--- src/rtl/ifu_axi_master.sv ---
// rtl/ifu_axi_master.sv - instruction-fetch AXI-lite read initiator with redirect handling
module ifu_axi_master #(
    parameter int                ADDR_W   = 32,
    parameter int                DATA_W   = 32,
    parameter logic [ADDR_W-1:0] RESET_PC = 32'h8000_0000
) (
    input  logic              clk,
    input  logic              rst,
    output logic [ADDR_W-1:0] araddr,
    output logic              arvalid,
    input  logic              arready,
    input  logic [DATA_W-1:0] rdata,
    input  logic [1:0]        rresp,
    input  logic              rvalid,
    output logic              rready,
    output logic [DATA_W-1:0] inst_o,
    output logic [ADDR_W-1:0] inst_pc_o,
    output logic              inst_fault_o,
    output logic              inst_valid_o,
    input  logic              inst_ready_i,
    input  logic              redirect_valid_i,
    input  logic [ADDR_W-1:0] redirect_pc_i
);

    localparam logic [DATA_W-1:0] NOP = DATA_W'(32'h0000_0013);

    typedef enum logic [1:0] {
        S_REQ  = 2'd0,
        S_RESP = 2'd1,
        S_OUT  = 2'd2
    } state_t;

    state_t            r_state, w_state_next;
    logic [ADDR_W-1:0] r_pc, w_pc_next;
    logic              r_kill, w_kill_next;
    logic [ADDR_W-1:0] r_tgt, w_tgt_next;
    logic [DATA_W-1:0] r_inst, w_inst_next;
    logic [ADDR_W-1:0] r_inst_pc, w_inst_pc_next;
    logic              r_fault, w_fault_next;
    logic [ADDR_W-1:0] w_redir_pc;
    logic              w_resp_err;

    assign w_redir_pc = {redirect_pc_i[ADDR_W-1:2], 2'b00};
    assign w_resp_err = (rresp != 2'b00);

    // Handshake outputs decode the registered state; reset only masks them.
    assign arvalid      = (r_state == S_REQ)  && !rst;
    assign rready       = (r_state == S_RESP) && !rst;
    assign inst_valid_o = (r_state == S_OUT)  && !rst;
    assign araddr       = r_pc;
    assign inst_o       = r_inst;
    assign inst_pc_o    = r_inst_pc;
    assign inst_fault_o = r_fault;

    // Next-state logic: fetch sequencing, redirect capture and response discard.
    always_comb begin
        w_state_next   = r_state;
        w_pc_next      = r_pc;
        w_kill_next    = r_kill;
        w_tgt_next     = r_tgt;
        w_inst_next    = r_inst;
        w_inst_pc_next = r_inst_pc;
        w_fault_next   = r_fault;
        case (r_state)
            S_REQ: begin
                // The AR stays up at the old pc; the redirect is remembered
                // and the matching response will be thrown away.
                if (redirect_valid_i) begin
                    w_kill_next = 1'b1;
                    w_tgt_next  = w_redir_pc;
                end
                if (arready) begin
                    w_state_next = S_RESP;
                end
            end
            S_RESP: begin
                if (rvalid) begin
                    if (r_kill || redirect_valid_i) begin
                        w_pc_next    = redirect_valid_i ? w_redir_pc : r_tgt;
                        w_kill_next  = 1'b0;
                        w_state_next = S_REQ;
                    end else begin
                        w_inst_next    = w_resp_err ? NOP : rdata;
                        w_inst_pc_next = r_pc;
                        w_fault_next   = w_resp_err;
                        w_state_next   = S_OUT;
                    end
                end else if (redirect_valid_i) begin
                    w_kill_next = 1'b1;
                    w_tgt_next  = w_redir_pc;
                end
            end
            S_OUT: begin
                // A redirect wins over a same-cycle accept.
                if (redirect_valid_i) begin
                    w_pc_next    = w_redir_pc;
                    w_state_next = S_REQ;
                end else if (inst_ready_i) begin
                    w_pc_next    = r_pc + ADDR_W'(4);
                    w_state_next = S_REQ;
                end
            end
            default: begin
                w_state_next = S_REQ;
            end
        endcase
    end

    // State and datapath registers with synchronous reset.
    always_ff @(posedge clk) begin
        if (rst) begin
            r_state   <= S_REQ;
            r_pc      <= RESET_PC;
            r_kill    <= 1'b0;
            r_tgt     <= RESET_PC;
            r_inst    <= NOP;
            r_inst_pc <= '0;
            r_fault   <= 1'b0;
        end else begin
            r_state   <= w_state_next;
            r_pc      <= w_pc_next;
            r_kill    <= w_kill_next;
            r_tgt     <= w_tgt_next;
            r_inst    <= w_inst_next;
            r_inst_pc <= w_inst_pc_next;
            r_fault   <= w_fault_next;
        end
    end

endmodule

--- config.mk ---
export PLATFORM = sky130hd
export DESIGN_NAME = ifu_axi_master
export DESIGN_NICKNAME = d
export VERILOG_FILES = /design/src/rtl/ifu_axi_master.sv
export SDC_FILE = /design/constraint.sdc
export NUM_CORES = 1
export LEC_CHECK = 0
export BUFFER_PORTS_ARGS = -buffer_cell sky130_fd_sc_hd__clkbuf_2
export CAP_MARGIN = 20
export CORE_MARGIN = 1.5
export CORE_UTILIZATION = 42
export CTS_BUF_LIST = sky130_fd_sc_hd__clkbuf_16
export DETAILED_ROUTE_END_ITERATION = 10
export HOLD_SLACK_MARGIN = 0.06
export PLACE_DENSITY = 0.67
export SYNTH_ARGS = -nofsm -noshare
export SYNTH_HDL_FRONTEND = slang
export SYNTH_SLANG_ARGS = --single-unit
--- constraint.sdc ---
create_clock -name clk -period 4.9 [get_ports clk]
set_clock_uncertainty 0.15 [all_clocks]
set_input_delay 0.245 -clock clk [delete_from_list [all_inputs] [get_ports clk]]
set_output_delay 0.245 -clock clk [all_outputs]
set_load 0.02 [all_outputs]
=== After elaboration in Yosys (flattened, before gate mapping) ===
Cells that the tools add are included.

* Add/subtract/negate cells: 1
* Equal/unequal tests: 8
* Reductions and logical operators: 14
* Bitwise operators: 1
* Multiplexer cells: 19

{| class="wikitable"
|+ Operators by type and width
! kind !! number
|-
| 32-bit 2-to-1 mux || 7
|-
| 32-bit case mux with 2 select lines || 2
|-
| 32-bit by 3-bit adder with 32-bit output, second input constant || 1
|-
| 2-bit 2-to-1 mux || 5
|-
| 2-bit inequality test, second input constant || 3
|-
| 2-bit case mux with 3 select lines || 1
|-
| 3-bit AND reduction || 2
|-
| 2-bit nonzero test || 3
|-
| 2-bit AND reduction || 2
|-
| 4-bit AND reduction || 1
|-
| 1-bit logical AND || 3
|-
| 1-bit 2-to-1 mux || 3
|-
| 3-bit by 2-bit inequality test with 1-bit output, second input constant || 1
|-
| 3-bit inequality test, second input constant || 1
|-
| 2-bit by 1-bit equality test with 1-bit output, second input constant || 1
|-
| 2-bit equality test, second input constant || 1
|-
| 2-bit logical NOT || 1
|-
| 2-bit by 1-bit inequality test with 1-bit output, second input constant || 1
|-
| 1-bit case mux with 2 select lines || 1
|-
| 1-bit logical NOT || 1
|-
| 1-bit logical OR || 1
|-
| 1-bit inverter || 1
|}

* Input port bits: 72
* Output and inout port bits: 100
* Bits in registers: 132
* Word-level logic and storage cells: 50

=== Depth between registers and ports, before layout ===
Gate-level depths: netlist of the first run.

* Depth after elaboration: 4
* Depth in mapped cells: 8

=== Least setup slack after synthesis of the first run ===
No wires, ideal clock.

* Path kind: register to register
* Start: register r_pc[9] (netlist: araddr[9])
* End: register r_pc[31] (netlist: araddr[31])
* Period minus slack after synthesis: 2.145 ns
* Data required time: 4.635 ns
* Arrival time: 1.880 ns
* Stages on the path, launching flop included: 7
* Setup slack: 2.755 ns
* Cells stage by stage: dfxtp_1 buf_2 nand2_1 nor4_4 nand3_1 or3b_1 a31o_1

* Word-level cells in the longest chain between the ends: 4

{| class="wikitable"
|+ RTL lines
! what !! line !! text
|-
| from (decl) || 34 || <nowiki>logic [ADDR_W-1:0] r_pc, w_pc_next;</nowiki>
|-
| from (signal assigned) || 121 || <nowiki>r_pc <= w_pc_next;</nowiki>
|-
| 32-bit by 3-bit adder with 32-bit output || 99 || <nowiki>w_pc_next = r_pc + ADDR_W'(4);</nowiki>
|-
| 32-bit 2-to-1 mux || 98 || <nowiki>end else if (inst_ready_i) begin</nowiki>
|-
| 32-bit 2-to-1 mux || 95 || <nowiki>if (redirect_valid_i) begin</nowiki>
|-
| 32-bit case mux with 2 select lines || 64 || <nowiki>case (r_state)</nowiki>
|}

No other way between the ends. The select of a mux whose other input is x is not followed.
A chain may end at the register's enable or synchronous reset.

=== Worst setup path in the final report of the first run ===
* Start: register r_state[0]
* End: register r_inst[29] (netlist: inst_o[29])

* Word-level cells in the longest chain between the ends: 2

{| class="wikitable"
|+ RTL lines
! what !! line !! text
|-
| from (decl) || 33 || <nowiki>state_t r_state, w_state_next;</nowiki>
|-
| from (signal assigned) || 120 || <nowiki>r_state <= w_state_next;</nowiki>
|-
| 2-bit by 1-bit equality test with 1-bit output || 64 ||
|-
| 3-bit AND reduction (no line) || - ||
|-
| to (signal assigned) || 124 || <nowiki>r_inst <= w_inst_next;</nowiki>
|-
| to (decl) || 37 || <nowiki>logic [DATA_W-1:0] r_inst, w_inst_next;</nowiki>
|}

No other way between the ends.

==> summary by stage, run 1 <==
Synthesis
Ranked by total cell area, the synthesized netlist is headed by dfxtp_1 46%, nand2_1 12%, a21oi_1 8.1%. Of all flip-flops after synthesis, the portion carrying an async set or reset was 0%. The number of enable flip-flop cells after synthesis is 0. The count of warnings emitted by yosys is 0.

The number of register bits inferred by synthesis is 132. The cell type with the largest total area after synthesis is dfxtp_1. The cell area that synthesis handed to floorplanning was 0.00576 mm^2. The number of distinct library cell variants in the gate-level netlist after synthesis is 52.

The share of the synthesized area in the top cell type is 45.9%. The most frequently used cell type in the post-synthesis netlist is nand2_1. The number of nets in the synthesized netlist is 825.

In the synthesized netlist, the cells that appear most often are 178 x nand2_1, 132 x dfxtp_1, 93 x a21oi_1, 66 x nor2_1, 53 x o21ai_0. Sequential elements use 45.9% of the synthesized area. Each instance of the synthesized netlist takes up on average around 7.7 um^2. After technology mapping, the gate count stands at approximately 750. In the synthesized netlist the dominant register cell turns out to be dfxtp_1.

Floorplanning
From left edge to right edge, the die measures 120 um. The core region is 0.0133 mm^2. The initial utilization of the core area, before any placement, comes to 43.3%. In this run the count of I/O pins placed on the die edge is roughly 170. The die span in y is between 100 and 150 um. The number of placement rows is 42. The die area is 0.0144 mm^2.

Status
The run finished with clean final reports.

Clock network
The CTS tree is built. The clock latency of the later-clocked register in the worst-skew pair is 0.41 ns. The H-tree generated during clock tree synthesis spans 4 levels. In this run the clock root is driven by a clkbuf_16.

Once the clock tree was built, the resizer swapped 0 gates to a different size. The maximum buffer depth of the clock tree is 2. Clock-pin slew was measured on the worst setup and hold paths at 0.05 ns. The clock drives 132 sinks. The number of buffers created by CTS is 17.

Timing
The sum of negative setup slack is 0 ns. The hold slack is 0.104 ns. The slew at the pin closest to its max-slew limit is 0.853 ns. The count of final setup violators is 0.

The final count of pins violating max slew is 0. The post-route clock period utilization is approximately three fifths. Setup repair after global routing left no endpoint under its margin. For this run, the top clock speed supported by timing is between 300 and 400 MHz. After layout, the minimum clock period comes to 2.93 ns.

The headroom to the max-slew limit is 42.8%. The number of hold violations in the final report is 0.

Critical path
The critical path class is flop to flop. Data arrives at the worst endpoint at 3.13 ns. The worst setup path is captured at a flop. The master of the slowest instance on the critical path is nor3_2. For this run, the slowest stage of the critical path takes 0.79 ns. The buffer and inverter count on the worst path is 1. The peak fanout along the critical path is 30. STA classifies the critical path startpoint as a flop. STA puts the critical path data required time at 5.10 ns. The kind of cell adding the most delay to the critical path is simple AND/OR/NAND/NOR gates. The critical path goes through nand3b_1 > nand2b_2 > nor3_2 > buf_4 > a22oi_1 > nor2_1.

Finish
In the final layout, the share of cells above drive strength 1 is 22.0%. The post-route non-filler standard cell count is 1,145. The net total in the final layout is around 1.0k.

0 antenna diodes ended up in the layout. From synthesis to final layout, the design area changed by 36.9%. The count of fill cells added during filler insertion is 1,259.

Place
The post-placement cell count is 1,049. The total of buffers placed on input and output ports is 169. The half-perimeter wire length after detailed placement is 11.3 mm.

At the end of routability-driven placement, the weighted congestion stood at 0.792.

Drt
The routed length per placed instance is 15.1 um. Wires add up to 17.3 mm. The number of DRC violations after detailed-routing iteration 0 is between 400 and 500. Once detail routing completed, the nets flagged for antenna violations numbered 0. After detailed routing, the number of vias per cell comes to roughly 5.3. The final route contains 6,086 vias. The total iterations of the first detailed-routing run is 5. For this run, design rule violations remaining after detail routing come to 0.

Power and ir drop
Power spread over the standard cell area amounts to 314 mW/mm^2. VDD sags by at most 0.000225 V. The leakage dissipation is 3.26 nW.

Global routing
The number of antenna violations at the first check in global routing came to 0. Entering global routing, the biggest net connects 62 pins. The global-route usage over all layers is roughly a quarter.

The total overflow left after global routing is 0. The number of global-route vias before repair is between 5k and 6k. The first global-routing pass estimated 28.5 mm of wire.

Job
The tool flagged a number of max-cap violations equal to 0.

Hold path
The worst min-delay path class is input port to flop.
==> layer usage <==
layer	vias up	GRT usage, %	wire length, um
li1	3042	-	-
met1	2813	32.6	7860
met2	203	39.3	8090
met3	28	5.04	958
met4	0	9.75	363
met5	-	0	0
==> kinds of logic (layout without fill, tap and decap cells) <==
group,after synthesis,after routing,share of synthesized area [%]
mux,8,8,1.41
simple gates,333,333,26.3
compound gates,215,215,21.9
buf+inv,63,280,4.32
flops,132,132,45.9
fa+ha+maj,1,1,0.217
==> path summary, 6_finish.rpt <==
check / cells after the start / slack [ns] / startpoint / endpoint
setup / recovery: 6 / 1.97 / r_state[0]$_SDFFE_PP0P_ / inst_o[29]$_SDFFE_PP0P_
hold / removal: 4 / 0.10 / rresp[0] / inst_o[4]$_SDFFE_PP1P_
setup reg to reg: 6 / 1.97 / r_state[0]$_SDFFE_PP0P_ / inst_o[29]$_SDFFE_PP0P_
hold reg to reg: 2 / 0.30 / inst_pc_o[13]$_SDFFE_PP0P_ / inst_pc_o[13]$_SDFFE_PP0P_
==> power by group <==
part           internal (mW)  switching, mW
Combinational          0.109          0.135
Sequential              1.10         0.0275
Clock                  0.670          0.436
Total                   1.88          0.599
==> what timing repair did <==
item | in CTS | in global routing
setup buffers | 0 | 0
endpoints found under the hold margin | 69 | 0
hold buffers | 65 | 0
==> area by class of cell <==
class / count / area [um^2] / area share (%)
inverter: 3 / 11.3 / 0.143
tap: 176 / 220 / 2.79
clock buffer: 17 / 425 / 5.39
multi-input combinational: 557 / 2890 / 36.7
timing repair buffer: 247 / 1620 / 20.5
sequential: 132 / 2640 / 33.5
clock inverter: 13 / 80.1 / 1.02
==> worst register-to-register path, stage by stage (launching register included) <==
cell and delay [ns]:
dfxtp_1 0.47, nand3b_1 0.29, nand2b_2 0.57, nor3_2 0.80, buf_4 0.37, a22oi_1 0.11
nor2_1 0.10
==> registers in the layout (all words and copies together), names as in the netlist <==
register,count
r_tgt,32
r_state,2
r_kill,1
inst_o,32
inst_fault_o,1
araddr,32
inst_pc_o,32
==> stage by stage <==
stage	util [%]	worst slack [ns]	total power [mW]	area (um^2)
global route	59.3	1.65	2.58	7890
CTS	59.1	1.96	2.49	7860
detailed placement	50.4	1.96	1.35	6700
global placement	50.4	1.99	1.35	6700
finish	59.3	1.97	2.48	7890
floorplan	-	2.75	1.27	5760
==> cells in the final DEF, fill, tap and decap left out, drive strengths merged, types with 3 or more instances in the layout <==
cell	n
inv	7
nand2b	10
o22ai	8
clkinv	8
a21oi	93
a31oi	8
a22oi	30
dfxtp	132
nand3	12
nand3b	7
buf	14
dlygate4sd3	65
nor2b	3
nor3b	6
a221o	6
nand4	8
o21ai	53
nor2	66
and3	10
and4	4
and2	3
nor4	5
nor3	9
clkbuf	185
nand2	178
or4	3
mux2i	7
(Power assumes the default switching activity.)
==> inputs of run 2 (changes only) <==
--- a/config.mk
+++ b/config.mk
@@ -5,6 +5,7 @@
 export SDC_FILE = /design/constraint.sdc
 export NUM_CORES = 1
 export LEC_CHECK = 0
+export ABC_AREA = 1
 export BUFFER_PORTS_ARGS = -buffer_cell sky130_fd_sc_hd__clkbuf_2
 export CAP_MARGIN = 20
 export CORE_MARGIN = 1.5
==> constraint.sdc (replaced) <==
create_clock -name clk -period 3 [get_ports clk]
set_clock_uncertainty 0.15 [all_clocks]
set_input_delay 0.15 -clock clk [delete_from_list [all_inputs] [get_ports clk]]
set_output_delay 0.15 -clock clk [all_outputs]
set_load 0.02 [all_outputs]
==> run 2 against run 1 <==
Net effect:
- clock power rose by 72%
- cell area rose by 3.2%
- combinational power rose to 3.0 times the previous value
- sequential cell count did not move
- area after synthesis rose by 5.2%
- maximum frequency rose by 25%
- cell count rose by 10%
- sequential power rose by 75%
- worst setup slack got worse by 1.3 ns
- first-iteration DRC count rose by 14%
- critical path type unchanged
- largest power group unchanged
==> summary by stage, run 2 <==
Status
The run finished with clean final reports.

Global routing
The number of global-route vias before repair came to 6,030 (+5.1%). The maximum number of pins on one net before global-route repair is 79 (+27%). The wire length of the first global-routing pass is 30.1 mm (+5.7%). The global-route usage over all layers is 25.5% (+0.91 points). The number of antenna violations at the first check in global routing came to 0 (unchanged). The global route total overflow is 0 (unchanged).

Synthesis
The netlist area before placement came to 0.00606 mm^2 (+5.2%). The share of synthesized cell area in full adder, half adder and majority cells is 0.206% (-0.011 points). The post-synthesis sequential area ratio is 43.6% (-2.3 points). The cell type with the largest total area after synthesis is dfxtp_1.

The post-synthesis mux area share came to 0% (-1.4 points). The xor/xnor cell area share of the yosys netlist came to 0.867% (+0.87 points). The net count after synthesis is 926 (+12%).

The post-synthesis compound-gate area fraction is 21.7% (-0.25 points). In the post-synthesis netlist, the biggest area contributors are dfxtp_1 44%, nand2_1 12%, a21oi_1 7.4%. The commonest cells after synthesis are 192 x nand2_1, 132 x dfxtp_1, 91 x nor2_1, 90 x a21oi_1, 84 x o21ai_0. After synthesis, the largest family of logic cells by area is simple AND/OR/NAND/NOR gates. The number of enable flip-flop cells after synthesis is 0 (unchanged).

The number of distinct library cell variants in the gate-level netlist after synthesis came to 35 (-33%). The most frequently used cell type in the post-synthesis netlist is nand2_1. The synthesized instance count was 853 (+13%).

The number of register bits inferred by synthesis is 132 (unchanged). The count of warnings emitted by yosys was 0 (unchanged). The synthesized area per cell was 7.11 um^2 (-7.3%). The most used flip-flop cell after synthesis is dfxtp_1. The share of the synthesized area in the top cell type is 43.6% (-2.3 points).

The proportion of synthesized flip-flops having asynchronous set or reset is 0% (unchanged). The synthesized-area fraction occupied by and/or/nand/nor cells is 24.6% (-1.7 points).

Timing
The final critical-path required period was 2.34 ns (-0.587 ns). The count of final setup violators came to 0 (unchanged). The headroom to the max-slew limit is 50.2% (+7.4 points). Setup repair after global routing left no endpoint under its margin.

The sum of negative setup slack is 0 ns (unchanged). The final count of pins violating max slew was 0 (unchanged). The number of hold violations in the final report was 0 (unchanged). The post-route clock period utilization is 78.1% (+18 points). The setup slack of the critical path after layout came to 0.658 ns (-1.31 ns).

The fmax is 427 MHz (+25%). The slew at the pin closest to its max-slew limit was 0.747 ns (-0.106 ns).

Power and ir drop
The total design power came to 4.61 mW (+86%). The clock network fraction of total power was 41.3% (-3.3 points). The ratio of total power to cell area is 566 mW/mm^2 (+80%). The cell-internal power is 3.32 mW (+76%). The switching power summed over all nets came to 1.29 mW (+120%). The register share of total power is 43.0% (-2.6 points). The leakage dissipation is 3.68 nW (+13%). The worst ir drop on vdd came to 0.000425 V (+89%).

The net switching fraction of the power was 28.1% (+3.9 points). The proportion of power drawn by combinational gates is 15.7% (+5.9 points).

Clock network
The clock-pin slew on the worst setup and hold paths is 0.05 ns (about the same). The tree is rooted in a clkbuf_16. The clock latency of the later-clocked register in the worst-skew pair was 0.42 ns (about the same).

The clock sink total is 132 (unchanged). The maximum buffer depth of the clock tree came to 2 (unchanged). The maximum level of the CTS H-tree is 4 (unchanged). The number of buffers created by CTS is 17 (unchanged). The CTS tree is built. The post-cts resize count is 0 (unchanged).

Finish
The cell area after layout is 0.00814 mm^2 (+3.2%). The number of diodes is 0 (unchanged). The count of fill cells added during filler insertion is 1,343 (+6.7%). Leaving out fill and tap cells, the most frequent cell in the layout is nand2_1. The share of post-route cells with drive strength above 1 is 20.9% (-1.1 points). The net total in the final layout is 1,142 (+11%). Relative to the synthesized area, the layout overhead comes to 34.3%.

The top cell types in the final layout, fill and taps aside, are 192 x nand2_1, 169 x clkbuf_2, 132 x dfxtp_1.

Floorplanning
The area of the core was 0.0140 mm^2 (+5.2%). The die area is 0.0152 mm^2 (+5.0%). The starting density of the core is 43.3% (about the same). The number of placement rows is 43 (+2.4%). The chip width came to 123 um (+2.5%). The die span in y is 123 um (+2.5%).

The total I/O pin count is 172 (unchanged).

Place
The half-perimeter wire length after detailed placement is 12.2 mm (+7.6%). The total of buffers placed on input and output ports is 169 (unchanged). The global placement routability congestion is 0.851 (+7.5%). The placement-stage worst setup slack is 1.03 ns (-0.930 ns). The standard cell area after detailed placement came to 0.00694 mm^2 (+3.5%).

Critical path
The required time reported for the critical path endpoint is 3.20 ns (-1.90 ns). The peak per-stage delay on the critical path is 0.59 ns (-0.20 ns). The arrival time reported for the critical path endpoint is 2.54 ns (-0.59 ns). The critical path is of the flop to flop type. Walking the worst path, the cells encountered are inv_1 > nor2_2 > inv_1 > nor2_2 > nand2_2 > clkinv_2 > buf_4 > o22ai_1 > dlygate4sd3_1 > nand2_1. The peak fanout along the critical path came to 60 (+100%). The kind of start point of the critical path is a flop. The depth of the most critical reg-to-reg path came to 10 (+4).

The worst setup path is captured at a flop. For this design, the slowest cell found on the critical path is dlygate4sd3_1.

Drt
The number of DRC violations after detailed-routing iteration 0 is 494 (+14%). The routed length per placed instance is 15.1 um (-0.18%). The wire length reported by the detailed router is 19.0 mm (+9.8%). The number of vias in the routed layout was 6,451 (+6.0%). The DRC violation count after routing was 0 (unchanged). The final antenna-violating net count is 0 (unchanged). The detailed-route vias per instance is 5.12 (-3.7%). The total iterations of the first detailed-routing run is 5 (unchanged).

Hold path
The tightest min-delay check is of the input port to flop type. The depth of the worst hold-timing path is 6 (+2).

Job
The number of max-cap violations is 0 (unchanged).
run 2: changes by cell type after synthesis, sizes merged, moves of 25 or more:
cell,change
clkbuf,-25
nor2,+33
nand3,+29
nand2,+26
o21ai,+40
inv,+72
run 2: logic make-up after synthesis:
| logic type | after synthesis |
|---|---|
| AOI/OAI and AO/OA | 237 |
| DFF | 132 |
| buffers and inverters | 124 |
| xor gates and xnor gates | 6 |
| and+or+nand+nor | 353 |
| adders and majority gates | 1 |
run 2: worst paths after layout:
kind                                                end               startpoint  slack (ns)
worst min register to register    r_tgt[4]$_SDFFE_PP0P_    r_tgt[4]$_SDFFE_PP0P_        0.29
worst min-delay path            r_state[0]$_SDFFE_PP0P_                   rvalid        0.07
worst max-delay path             inst_o[4]$_SDFFE_PP1P_  r_state[0]$_SDFFE_PP0P_        0.66
worst max register to register   inst_o[4]$_SDFFE_PP1P_  r_state[0]$_SDFFE_PP0P_        0.66
run 2: what timing repair did:
item	CTS	global route
hold endpoints to repair	92	0
setup buffers	0	0
hold buffers	67	0
run 2: final cells by class:
class	count	area, um^2	share of cell area (%)
clock buffer	17	425	5.23
tap	180	225	2.77
sequential	132	2640	32.5
clock inverter	13	104	1.28
inverter	76	292	3.58
multi-input combinational	597	2870	35.2
timing repair buffer	245	1580	19.5
run 2: per-layer routing:
metal | vias to the layer above | GRT usage, % | routed length (um)
met5 | - | 0 | 0
met4 | 0 | 8.91 | 405
met1 | 2911 | 32.1 | 8480
met3 | 29 | 7.38 | 1500
met2 | 262 | 41.7 | 8580
li1 | 3249 | - | -
run 2: worst max-delay path: cells and delay by family, from the launching register on:
| kind | cells | cell delay [ns] |
|---|---|---|
| buffers and inverters | 5 | 1.25 |
| and+or+nand+nor | 4 | 0.41 |
| DFF | 1 | 0.32 |
| AOI/OAI and AO/OA | 1 | 0.15 |
run 2: through the flow:
step / std cells / util [%] / hold WS [ns]
2_1_floorplan: 853 / - / 0.128
3_3_place_gp: 1163 / 49.6 / 0.217
3_5_place_dp: 1163 / 49.6 / 0.221
4_1_cts: 1260 / 58.2 / 0.0680
5_1_grt: 1260 / 58.2 / 0.116
6_report: 1260 / 58.2 / 0.0671
run 2: power groups by stage:
stage	registers, mW	logic, mW	clock network, mW
6_report	1.98	0.722	1.91
5_1_grt	2.00	0.798	2.02
4_1_cts	1.98	0.719	1.93
3_5_place_dp	2.01	0.649	0
3_3_place_gp	2.01	0.642	0
2_1_floorplan	2.07	0.366	0
